[src/rtl/fetch_buffer_stage.sv]
// Fetch buffer between the PCF register and decode: issues in-order instruction
// memory requests under a credit limit and buffers tagged responses in a show-ahead FIFO.
module fetch_buffer_stage #(
    parameter int DPW   = 32,
    parameter int DEPTH = 4
) (
    input  logic           clk,
    input  logic           rst_n,
    input  logic [DPW-1:0] PCF,
    input  logic           flushD,
    input  logic           stallD,
    output logic           imem_req,
    output logic [DPW-1:0] imem_addr,
    input  logic           imem_gnt,
    input  logic           imem_rvalid,
    input  logic [DPW-1:0] imem_rdata,
    output logic           stallF_o,
    output logic           validD,
    output logic [DPW-1:0] InstrD,
    output logic [DPW-1:0] PCD,
    output logic [DPW-1:0] PCPlus4D
);
    localparam int PW = $clog2(DEPTH);
    localparam int CW = $clog2(DEPTH + 1);
    localparam logic [DPW-1:0] NOP     = DPW'(32'h0000_0013);
    localparam logic [CW:0]    DEPTH_C = (CW+1)'(DEPTH);

    logic           r_rst_done;
    logic [CW-1:0]  r_count;
    logic [CW-1:0]  r_outst;
    logic [CW-1:0]  r_discard;
    logic [PW-1:0]  r_rd_ptr;
    logic [PW-1:0]  r_wr_ptr;
    logic [PW-1:0]  r_tag_rd;
    logic [PW-1:0]  r_tag_wr;
    logic [DPW-1:0] r_last_pc;
    logic [DPW-1:0] r_fifo_pc    [DEPTH];
    logic [DPW-1:0] r_fifo_instr [DEPTH];
    logic [DPW-1:0] r_tag        [DEPTH];

    logic           w_credit;
    logic           w_accept;
    logic           w_resp;
    logic           w_keep;
    logic           w_pop;
    logic [DPW-1:0] w_head_pc;

    // Handshakes: a request transfers on a cycle with imem_req && imem_gnt; a response
    // transfers on any imem_rvalid cycle; decode consumes the head on validD && !stallD.
    assign w_credit  = ({1'b0, r_outst} + {1'b0, r_count}) < DEPTH_C;
    assign imem_req  = rst_n && r_rst_done && !flushD && w_credit;
    assign imem_addr = PCF;
    assign w_accept  = imem_req && imem_gnt;
    assign stallF_o  = !w_accept;

    // A response with nothing outstanding is a protocol error and is ignored.
    assign w_resp = imem_rvalid && (r_outst != '0);
    assign w_keep = w_resp && (r_discard == '0) && !flushD;

    assign validD    = (r_count != '0);
    assign w_pop     = validD && !stallD && !flushD;
    assign w_head_pc = r_fifo_pc[r_rd_ptr];
    assign InstrD    = validD ? r_fifo_instr[r_rd_ptr] : NOP;
    assign PCD       = validD ? w_head_pc : r_last_pc;
    assign PCPlus4D  = PCD + DPW'(4);

    always_ff @(posedge clk or negedge rst_n) begin
        if (!rst_n) begin
            r_rst_done <= 1'b0;
            r_count    <= '0;
            r_outst    <= '0;
            r_discard  <= '0;
            r_rd_ptr   <= '0;
            r_wr_ptr   <= '0;
            r_tag_rd   <= '0;
            r_tag_wr   <= '0;
            r_last_pc  <= '0;
        end else begin
            r_rst_done <= 1'b1;
            r_outst    <= r_outst + CW'(w_accept) - CW'(w_resp);
            if (w_accept) r_tag_wr <= r_tag_wr + PW'(1);
            if (w_resp)   r_tag_rd <= r_tag_rd + PW'(1);
            if (validD)   r_last_pc <= w_head_pc;

            // Every response still in flight after a flush belongs to the old path.
            if (flushD)
                r_discard <= r_outst - CW'(w_resp);
            else if (w_resp && (r_discard != '0))
                r_discard <= r_discard - CW'(1);

            if (flushD) begin
                r_count  <= '0;
                r_rd_ptr <= r_wr_ptr;
            end else begin
                r_count <= r_count + CW'(w_keep) - CW'(w_pop);
                if (w_pop) r_rd_ptr <= r_rd_ptr + PW'(1);
            end
            if (w_keep) r_wr_ptr <= r_wr_ptr + PW'(1);
        end
    end

    always_ff @(posedge clk) begin
        if (w_accept) r_tag[r_tag_wr] <= PCF;
        if (w_keep) begin
            r_fifo_pc[r_wr_ptr]    <= r_tag[r_tag_rd];
            r_fifo_instr[r_wr_ptr] <= imem_rdata;
        end
    end
endmodule

[config.mk]
export PLATFORM = sky130hd
export DESIGN_NAME = fetch_buffer_stage
export DESIGN_NICKNAME = d
export VERILOG_FILES = /design/src/rtl/fetch_buffer_stage.sv
export SDC_FILE = /design/constraint.sdc
export NUM_CORES = 1
export LEC_CHECK = 0
export BUFFER_PORTS_ARGS = -buffer_cell sky130_fd_sc_hd__buf_2
export CAP_MARGIN = 20
export CELL_PAD_IN_SITES_DETAIL_PLACEMENT = 1
export CELL_PAD_IN_SITES_GLOBAL_PLACEMENT = 2
export CORE_AREA = 4 4 156 271
export CTS_CLUSTER_DIAMETER = 150
export DETAILED_ROUTE_END_ITERATION = 8
export DIE_AREA = 0 0 160 275
export HOLD_SLACK_MARGIN = 0.08
export PLACE_DENSITY = 0.79
export SLEW_MARGIN = 20
export SYNTH_ARGS = -nofsm -noshare
export SYNTH_HDL_FRONTEND = slang
export SYNTH_SLANG_ARGS = --single-unit
[constraint.sdc]
create_clock -name clk -period 4.7 [get_ports clk]
set_input_delay 0.235 -clock clk [delete_from_list [all_inputs] [get_ports clk]]
set_output_delay 0.235 -clock clk [all_outputs]
set_load 0.005 [all_outputs]
==> flow_metrics.env, run 1 <==
export IMPL_power_leakage_uw=0.007394
export IMPL_startpoint_type="flip-flop"
export IMPL_port_buffers=200
export IMPL_synth_area_per_cell_um2=19.45
export IMPL_cp_max_fo=39
export IMPL_track_usage_pct=17.56
export IMPL_pwr_density_cell_nw_per_um2=575.3
export IMPL_synth_cells=896
export IMPL_vias=8754
export IMPL_timing_hold_violations_final=0
export IMPL_ys_seq_elements=434
export IMPL_cts_buffer_depth=3
export IMPL_syn_to_final_growth_pct=18.25
export IMPL_design_area_um2=20600
export IMPL_dr_wl_met2_mm=21.43
export IMPL_yosysSeqAreaShare_pct=73.36
export IMPL_status="finished, final reports clean"
export IMPL_grt_setup_unrepaired="false"
export IMPL_tns_ps=0
export IMPL_synthAdderAreaFrac_pct=1.594
export IMPL_top_layer="met4"
export IMPL_synth_mux_area_share_pct=13.61
export IMPL_cts_made_buffers=39
export IMPL_vdd_drop_max_uv=295.1
export IMPL_finalCritPeriodShare_pct=92.49
export IMPL_die_w_um=160
export IMPL_io_pins=201
export IMPL_viasPerCell=5.242
export IMPL_firstDrtPassIters=4
export IMPL_finalSetupViolCount=0
export IMPL_synth_nets=987
export IMPL_path_clk_slew_ps=70
export IMPL_synthDistinctLibCells=50
export IMPL_grt_overflow=0
export IMPL_worstSkewPairLatency_ps=550
export IMPL_reg2reg_slack_ps=1330
export IMPL_critPathRequiredTime_ps=4470
export IMPL_yosys_warnings=0
export IMPL_multi_input_area_um2=4084
export IMPL_hold_slack_ps=127.7
export IMPL_drive_gt1_share_pct=32.94
export IMPL_grt_pass1_wl_mm=59.06
export IMPL_worst_pin_slew_ps=1074
export IMPL_routedWlPerCell_um=22.89
export IMPL_syn_area_um2=17420
export IMPL_cts_tree="yes"
export IMPL_fin_util_pct=51.45
export IMPL_grt_start_max_net_pins=65
export IMPL_max_cap_violations=0
export IMPL_timing_slew_headroom_pct=28.40
export IMPL_dieArea_um2=44000
export IMPL_fmax_mhz=230.0
export IMPL_skew_ps=19.75
export IMPL_synth_compound_area_share_pct=0.7755
export IMPL_dpl_cell_area_um2=18700
export IMPL_synth_top_family_by_area="multiplexers"
export IMPL_regArea_um2=12790
export IMPL_route_met3_wl_mm=1.318
export IMPL_yosysTopAreaCell="edfxtp_1"
export IMPL_finalWirelength_mm=38.22
export IMPL_drc_errors=0
export IMPL_drtAntennaViolNets=0
export IMPL_period_needed_ps=4347
export IMPL_post_dp_hpwl_mm=25.35
export IMPL_grt_pass1_vias=9876
export IMPL_end_kind="primary output"
export IMPL_core_region_area_um2=40050
export IMPL_die_y_um=275
export IMPL_maxSlewViolCount=0
export IMPL_met1_length_mm=14.33
export IMPL_nFillCells=3738
export IMPL_nNetsFinal=1236
export IMPL_synthSimpleGateAreaFrac_pct=5.278
export IMPL_clock_sinks=434
export IMPL_arrival_ps=4110
export IMPL_root_buffer="clkbuf_16"
export IMPL_h_tree_depth=2
export IMPL_rows=97
export IMPL_antenna_found_initial=0
export IMPL_gp_congestion=0.7601
export IMPL_synth_top_cell_area_share_pct=66.18
export IMPL_synthTopCellsByArea="edfxtp_1 (66%), mux4_2 (12%), dfrtp_1 (7.2%)"
export IMPL_diodes=0
export IMPL_drtIter0Drc=486
export IMPL_hold_path_class="in -> reg"
export IMPL_synth_xor_area_share_pct=2.011
export IMPL_crit_type="reg -> out"
export IMPL_start_util_pct=43.51
cell families (layout without fill, tap and decap cells):
logic type,after synthesis,count (layout)
AO/OA/AOI/OAI,21,21
other,1,1
buffers and inverters,104,383
XOR/XNOR,40,40
AND/OR/NAND/NOR,161,161
flip-flops,434,434
adder cells (fa/ha/maj),21,21
multiplexers,114,114
final timing paths:
check	endpoint	start	cells past startpoint
min in group asynchronous	r_tag_wr[0]	rst_n	3
max in group asynchronous	r_rd_ptr[1]	rst_n	3
min reg2reg	r_last_pc[31]	r_last_pc[31]	2
max	PCPlus4D[26]	r_count[2]	9
min	r_tag_wr[0]	imem_gnt	3
max reg2reg	r_outst[2]	r_count[2]	13
cells in the mapped netlist, drive strengths merged:
master / number
edfxtp: 384
mux4: 96
nand2: 60
buf: 56
dfrtp: 50
and2: 37
inv: 36
xnor2: 29
ha: 19
mux2i: 16
nor3: 13
clkbuf: 12
nand4: 11
nor2: 11
xor2: 11
nand3: 8
a21oi: 6
and3: 6
o21ai: 5
nor4: 4
a31oi: 3
or2: 3
a211oi: 2
a22oi: 2
fa: 2
mux2: 2
or3: 2
a21boi: 1
a221o: 1
conb: 1
nand2b: 1
nand4bb: 1
nor2b: 1
nor3b: 1
nor4b: 1
o31ai: 1
or4: 1
routing by layer:
layer,vias up,track usage [%]
met3,57,2.249
met1,4544,20.32
met2,214,33.54
li1,3939,-
met4,0,5.824
met5,-,0
critical path: stages, from the launching register on:
cell and delay (ps):
dfrtp_1 440, nor3_4 540, inv_4 320, buf_4 360
mux2i_1 240, a221o_2 440, nand4bb_2 520, nor3_2 310
xor2_1 160, buf_2 160
where the power goes:
part           switching (uW)  internal, uW
Combinational            2210          1660
Clock                    1340          1760
Sequential                218          4670
what timing repair did:
action,4_1_cts,5_1_grt
setup endpoints to repair,0,5
hold buffers,66,0
setup buffers,0,0
gates resized for setup,0,1
hold endpoints to repair,310,0
cell type report:
cell class / count / area share (%)
timing repair buffer: 276 / 8.428
clock buffer: 53 / 5.143
sequential: 434 / 62.08
inverter: 36 / 0.6680
clock inverter: 18 / 0.8562
tap: 495 / 3.006
multi-input combinational: 358 / 19.82
state kept, by name, indices dropped and copies added (netlist names), 3 cells and up:
register,cells
r_fifo_instr,128
r_discard,3
r_outst,3
r_fifo_pc,128
r_last_pc,32
r_count,3
r_tag,128
layout by cell type, fill, tap and decap left out, types with 8 or more instances in the layout:
master and count:
edfxtp_1 384, buf_2 200, mux4_2 89, dlygate4sd3_1 66
nand2_1 60, dfrtp_1 47, clkbuf_16 40, inv_1 34
and2_1 33, xnor2_1 29, ha_1 19, mux2i_1 16
clkbuf_1 12, xor2_1 11, nor2_1 11, buf_4 10
nand4_1 9, nor3_2 8
per-stage QoR:
| step | cells | total power (uW) | worst slack, ps |
|---|---|---|---|
| floorplan | 896 | 7347 | 896.1 |
| finish | 1670 | 11850 | 353.0 |
| global route | 1670 | 12540 | 73.05 |
| CTS | 1670 | 12070 | 44.68 |
| detailed placement | 1533 | 8903 | 637.2 |
| global placement | 1533 | 8819 | 765.3 |
(Power assumes the default switching activity.)
==> inputs of run 2 (changes only) <==
--- a/config.mk
+++ b/config.mk
@@ -9,12 +9,14 @@
 export CAP_MARGIN = 20
 export CELL_PAD_IN_SITES_DETAIL_PLACEMENT = 1
 export CELL_PAD_IN_SITES_GLOBAL_PLACEMENT = 2
-export CORE_AREA = 4 4 156 271
+export CORE_AREA = 4 4 153 265
+export CTS_BUF_LIST = sky130_fd_sc_hd__clkbuf_2 sky130_fd_sc_hd__clkbuf_4 sky130_fd_sc_hd__clkbuf_8
 export CTS_CLUSTER_DIAMETER = 150
 export DETAILED_ROUTE_END_ITERATION = 8
-export DIE_AREA = 0 0 160 275
+export DIE_AREA = 0 0 157 269
 export HOLD_SLACK_MARGIN = 0.08
-export PLACE_DENSITY = 0.79
+export MAX_ROUTING_LAYER = met4
+export PLACE_DENSITY = 0.82
 export SLEW_MARGIN = 20
 export SYNTH_ARGS = -nofsm -noshare
 export SYNTH_HDL_FRONTEND = slang
==> run 2 against run 1 <==
First-iteration DRC count is 20% lower. Flip-flop and latch count stayed put. Worst setup slack better by 74 ps. Maximum frequency is 1.7% higher. Worst hold slack better by 220 ps. Die area is 4.0% lower. Routed wire length is 0.14% lower. Combinational power hardly changed. Clock power is 9.4% lower. Count of clock-buffer cells in the layout is 25 higher. Final area is 0.23% lower. Total power is 2.7% lower. Critical path type unchanged. Largest power group unchanged.
==> flow_metrics.env, run 2 (synthesis results as in run 1) <==
export IMPL_vias=8864
export IMPL_worst_pin_slew_ps=1068
export IMPL_grt_setup_unrepaired="false"
export IMPL_viasPerCell=5.208
export IMPL_core_region_area_um2=38390
export IMPL_startpoint_type="flip-flop"
export IMPL_crit_type="reg -> out"
export IMPL_die_w_um=157
export IMPL_routedWlPerCell_um=22.42
export IMPL_skew_ps=27.23
export IMPL_power_leakage_uw=0.007442
export IMPL_mostFrequentLayoutCell="edfxtp_1"
export IMPL_post_dp_hpwl_mm=25.20
export IMPL_grt_overflow=0
export IMPL_root_buffer="clkbuf_8"
export IMPL_port_buffers=200
export IMPL_largestRegisters="r_fifo_instr: 128 flops, r_fifo_pc: 128 flops, r_tag: 128 flops"
export IMPL_pwr_density_cell_nw_per_um2=561.3
export IMPL_regArea_um2=12790
export IMPL_hold_path_class="in -> async"
export IMPL_maxSlewViolCount=0
export IMPL_final_cell_mix="edfxtp_1 (384), buf_2 (200), mux4_2 (89), dlygate4sd3_1 (69), clkbuf_8 (61)"
export IMPL_clkPwrFrac_pct=24.3
export IMPL_grt_start_max_net_pins=65
export IMPL_dieArea_um2=42230
export IMPL_cts_made_buffers=58
export IMPL_drive_gt1_share_pct=35.44
export IMPL_stdcell_count=1702
export IMPL_h_tree_depth=2
export IMPL_finalWirelength_mm=38.16
export IMPL_nNetsFinal=1259
export IMPL_switching_share_pct=32.47
export IMPL_p_sw_uw=3746
export IMPL_rows=95
export IMPL_cp_max_fo=49
export IMPL_grt_pass1_vias=10070
export IMPL_drtAntennaViolNets=0
export IMPL_pwr_share_seq_pct=42.3
export IMPL_vdd_drop_max_uv=290.0
export IMPL_drc_errors=0
export IMPL_firstDrtPassIters=6
export IMPL_design_area_um2=20560
export IMPL_timing_hold_violations_final=0
export IMPL_multi_input_area_um2=4084
export IMPL_end_kind="primary output"
export IMPL_dpl_cell_area_um2=18690
export IMPL_critPathRequiredTime_ps=4470
export IMPL_die_y_um=269
export IMPL_finalSetupViolCount=0
export IMPL_post_place_cells=1523
export IMPL_io_pins=201
export IMPL_period_needed_ps=4273
export IMPL_comb_power_share_pct=33.4
export IMPL_worstSkewPairLatency_ps=620
export IMPL_clock_sinks=434
export IMPL_fmax_mhz=234.0
export IMPL_start_util_pct=45.38
export IMPL_track_usage_pct=19.12
export IMPL_status="finished, final reports clean"
export IMPL_gp_congestion=0.7690
export IMPL_cts_tree="yes"
export IMPL_p_int_uw=7792
export IMPL_antenna_found_initial=1
export IMPL_syn_to_final_growth_pct=17.98
export IMPL_drtIter0Drc=390
export IMPL_finalCritPeriodShare_pct=90.91
export IMPL_timing_slew_headroom_pct=28.79
export IMPL_nFillCells=3566
export IMPL_arrival_ps=4040
export IMPL_tns_ps=0
export IMPL_grt_pass1_wl_mm=58.93
export IMPL_cts_buffer_depth=3
export IMPL_path_clk_slew_ps=70
export IMPL_max_cap_violations=0
[run 2: changes by cell type in the layout (fill, tap and decap cells not counted), moves of 2 or more]
cell	before	now
clkbuf_8	1	61
clkinv_2	4	13
clkbuf_4	0	17
clkinv_1	7	13
clkbuf_16	40	0
clkbuf_1	12	0
dlygate4sd3_1	66	69
clkinvlp_4	2	0
[run 2: worst max-delay path, stage by stage, from the launching register on]
cell	delay [ps]
dfrtp_1	470
nor3_4	110
inv_6	330
nand2_1	80
and2_1	180
inv_1	80
ha_1	250
nand4_1	140
a221o_2	470
nand4bb_2	540
nor3_2	310
xor2_1	270
buf_2	170
[run 2: power by group through the flow]
stage	clock network (uW)	registers (uW)	logic, uW
CTS	2890	4890	3960
finish	2800	4880	3860
floorplan	0	4850	2500
global placement	0	4940	3820
global route	3090	4920	4270
detailed placement	0	4960	3900
[run 2: timing repair]
item | 4_1_cts | 5_1_grt
endpoints found under the hold margin | 317 | 0
hold buffers | 69 | 0
endpoints found under the setup margin | 0 | 5
buffers inserted | 0 | 1
gates resized for setup | 0 | 2
[run 2: worst paths after layout]
kind / start / to / slack [ps] / cells past startpoint
setup / recovery: r_count[1] / PCPlus4D[26] / 430 / 12
hold / removal: rst_n / r_last_pc[23] / 350 / 3
setup reg to reg: r_outst[2] / r_outst[2] / 1270 / 13
hold reg to reg: r_last_pc[1] / r_last_pc[1] / 530 / 2
max in group asynchronous: rst_n / r_rd_ptr[0] / 3780 / 3
min in group clk: imem_rdata[17] / r_fifo_instr[0][17] / 380 / 2
[run 2: per-stage QoR]
step / setup WS, ps / utilization (%) / hold WS [ps] / power [uW]
floorplan: 896.1 / - / -60.59 / 7347
global placement: 714.6 / 48.68 / 446.2 / 8756
detailed placement: 692.4 / 48.68 / 454.7 / 8861
CTS: 1.909 / 53.50 / 328.8 / 11740
global route: 107.4 / 53.54 / 354.6 / 12280
finish: 427.2 / 53.54 / 350.3 / 11540
[run 2: final cells by class]
type	count	share of cell area, %
Inverter	36	0.6817
Tap cell	485	2.952
Sequential cell	434	62.21
Multi-Input combinational cell	358	19.87
Clock inverter	30	0.9434
Timing Repair Buffer	280	8.631
Antenna cell	1	0.01217
Clock buffer	78	4.705
[run 2: metal layers]
metal / vias up / part of all wire, % / track usage [%]
li1: 4001 / - / -
met1: 4573 / 36 / 20.69
met2: 218 / 57 / 35.36
met3: 72 / 4.6 / 3.051
met4: 0 / 3.1 / 6.479
met5: - / 0 / -
==> inputs of run 3 (changes only) <==
--- a/config.mk
+++ b/config.mk
@@ -9,11 +9,11 @@
 export CAP_MARGIN = 20
 export CELL_PAD_IN_SITES_DETAIL_PLACEMENT = 1
 export CELL_PAD_IN_SITES_GLOBAL_PLACEMENT = 2
-export CORE_AREA = 4 4 153 265
+export CORE_AREA = 8 8 157 269
 export CTS_BUF_LIST = sky130_fd_sc_hd__clkbuf_2 sky130_fd_sc_hd__clkbuf_4 sky130_fd_sc_hd__clkbuf_8
 export CTS_CLUSTER_DIAMETER = 150
 export DETAILED_ROUTE_END_ITERATION = 8
-export DIE_AREA = 0 0 157 269
+export DIE_AREA = 0 0 165 277
 export HOLD_SLACK_MARGIN = 0.08
 export MAX_ROUTING_LAYER = met4
 export PLACE_DENSITY = 0.82
==> run 3 against run 2 <==
Total power increased by 0.21%. Non-clock buffer count unchanged. Routed wire length increased by 1.4%. Clock power about the same. First-iteration DRC count increased by 6.9%. Critical path type unchanged. Largest cell class unchanged. Clock skew decreased by 9.2 ps. Final cell count about the same. Count of clock-buffer cells in the layout increased by 3. Sequential power about the same.
==> flow_metrics.env, run 3 (synthesis results as in run 1) <==
export IMPL_status="finished, final reports clean"
export IMPL_pwr_density_cell_nw_per_um2=562.4
export IMPL_critPathMaxStageDelay_ps=620
export IMPL_maxSlewViolCount=0
export IMPL_post_dp_hpwl_mm=26.04
export IMPL_cts_made_buffers=58
export IMPL_port_buffers=200
export IMPL_final_cell_mix="edfxtp_1 (384), buf_2 (200), mux4_2 (89), dlygate4sd3_1 (69), clkbuf_8 (64)"
export IMPL_reg2regPathDepth=13
export IMPL_drc_errors=0
export IMPL_r2r_start="r_count[2]"
export IMPL_drtAntennaViolNets=0
export IMPL_period_needed_ps=4376
export IMPL_finalCritPeriodShare_pct=93.11
export IMPL_largestRegisters="r_fifo_instr: 128 flops, r_fifo_pc: 128 flops, r_tag: 128 flops"
export IMPL_power_uw=11560
export IMPL_viasPerCell=5.239
export IMPL_finalWirelength_mm=38.72
export IMPL_design_area_um2=20560
export IMPL_dieArea_um2=45710
export IMPL_post_place_cells=1524
export IMPL_tns_ps=0
export IMPL_dpl_cell_area_um2=18700
export IMPL_cts_tree="yes"
export IMPL_track_usage_pct=17.76
export IMPL_rows=95
export IMPL_drive_gt1_share_pct=35.36
export IMPL_timing_hold_violations_final=0
export IMPL_nNetsFinal=1259
export IMPL_grt_pass1_wl_mm=59.74
export IMPL_die_w_um=165
export IMPL_cts_setup_buffers=0
export IMPL_vdd_drop_max_uv=302.1
export IMPL_cts_buffer_depth=3
export IMPL_grt_start_max_net_pins=65
export IMPL_vias=8922
export IMPL_skew_ps=18.06
export IMPL_critPathLaunch="r_rd_ptr[0]"
export IMPL_power_leakage_uw=0.007431
export IMPL_drtIter0Drc=417
export IMPL_gp_congestion=0.7367
export IMPL_path_clk_slew_ps=70
export IMPL_mostFrequentLayoutCell="edfxtp_1"
export IMPL_start_util_pct=45.38
export IMPL_clock_sinks=434
export IMPL_fmax_mhz=228.5
export IMPL_crit_type="reg -> out"
export IMPL_reg2reg_slack_ps=1380
export IMPL_startpoint_type="flip-flop"
export IMPL_grt_setup_unrepaired="false"
export IMPL_arrival_ps=4140
export IMPL_rr_endpoint="r_outst[2]"
export IMPL_max_cap_violations=0
export IMPL_firstDrtPassIters=4
export IMPL_syn_to_final_growth_pct=18.00
export IMPL_routedWlPerCell_um=22.73
export IMPL_hold_path_class="in -> async"
export IMPL_die_y_um=277
export IMPL_path_cells="mux4_2 > nand2_1 > and2_1 > inv_1 > ha_1 > nand4_1 > a221o_2 > nand4bb_2 > nor3_2 > xor2_1 > buf_2"
export IMPL_critPathRequiredTime_ps=4470
export IMPL_root_buffer="clkbuf_8"
export IMPL_cp_max_fo=16
export IMPL_worst_pin_slew_ps=1059
export IMPL_worstSkewPairLatency_ps=620
export IMPL_io_pins=201
export IMPL_core_region_area_um2=38390
export IMPL_antenna_found_initial=2
export IMPL_grt_overflow=0
export IMPL_h_tree_depth=2
export IMPL_endpoint="PCPlus4D[22]"
export IMPL_timing_slew_headroom_pct=29.38
export IMPL_stdcell_count=1703
export IMPL_crit_path_top_delay_cell="dfrtp_4"
export IMPL_grt_pass1_vias=10340
export IMPL_end_kind="primary output"
export IMPL_finalSetupViolCount=0
-- run 3: changes by cell type in the layout (fill, tap and decap cells not counted) --
cell        change
clkinv_2        -4
clkbuf_8        +3
clkinvlp_4      +2
bufinv_16       -1
clkinv_1        +1
diode_2         +1
inv_6           -1
-- run 3: worst min path at each step --
stage                         from                   to  slack (ps)  depth (start not counted)
global route         imem_rdata[8]   r_fifo_instr[3][8]         340                          2
floorplan                    rst_n           r_count[0]         -60                          0
CTS                        PCF[28]         r_tag[0][28]         320                          2
global placement     imem_rdata[0]   r_fifo_instr[0][0]         450                          1
finish                       rst_n        r_last_pc[28]         340                          3
detailed placement  imem_rdata[18]  r_fifo_instr[1][18]         450                          1
-- run 3: what timing repair did --
action                                  in CTS  in global routing
endpoints found under the setup margin       2                  2
cloned                                       0                  0
gates resized for setup                      1                  1
hold buffers                                69                  0
hold endpoints to repair                   317                  0
pin swaps                                    0                  0
-- run 3: where the power goes --
group	internal (uW)	leakage [uW]	total, uW	switching, uW
clock network	1450	0.000616	2790	1350
registers	4670	0.00405	4890	221
logic	1670	0.00277	3880	2210
total	7790	0.00743	11600	3780
-- run 3: layout make-up --
cell class,instances,area (um2)
Fill cell,3559,17830
Multi-Input combinational cell,358,4084
Clock inverter,27,153.9
Timing Repair Buffer,280,1774
Inverter,36,140.1
Clock buffer,81,1008
Antenna cell,2,5.005
Sequential cell,434,12790
Tap cell,485,606.8
-- run 3: worst max-delay path: cells and delay by family (launching register included) --
kind | cells | cell delay (ps)
compound gates | 1 | 460
flops | 1 | 620
simple gates | 5 | 1190
buf+inv | 2 | 270
fa+ha+maj | 1 | 240
xor+xnor | 1 | 310
mux | 1 | 410
-- run 3: per-stage QoR --
step,hold slack [ps],setup slack [ps],utilization (%)
4_1_cts,318.1,112.3,53.53
6_report,338.7,324.0,53.55
2_1_floorplan,-60.59,896.1,-
3_3_place_gp,446.4,738.0,48.69
5_1_grt,340.3,83.19,53.55
3_5_place_dp,454.6,661.7,48.69
-- run 3: routing by layer --
layer | GRT usage (%) | wire, um | vias up
li1 | - | - | 4000
met2 | 31.88 | 21010 | 253
met3 | 3.185 | 2056 | 90
met4 | 8.210 | 1669 | 0
met1 | 18.25 | 13980 | 4579
met5 | - | 0 | -
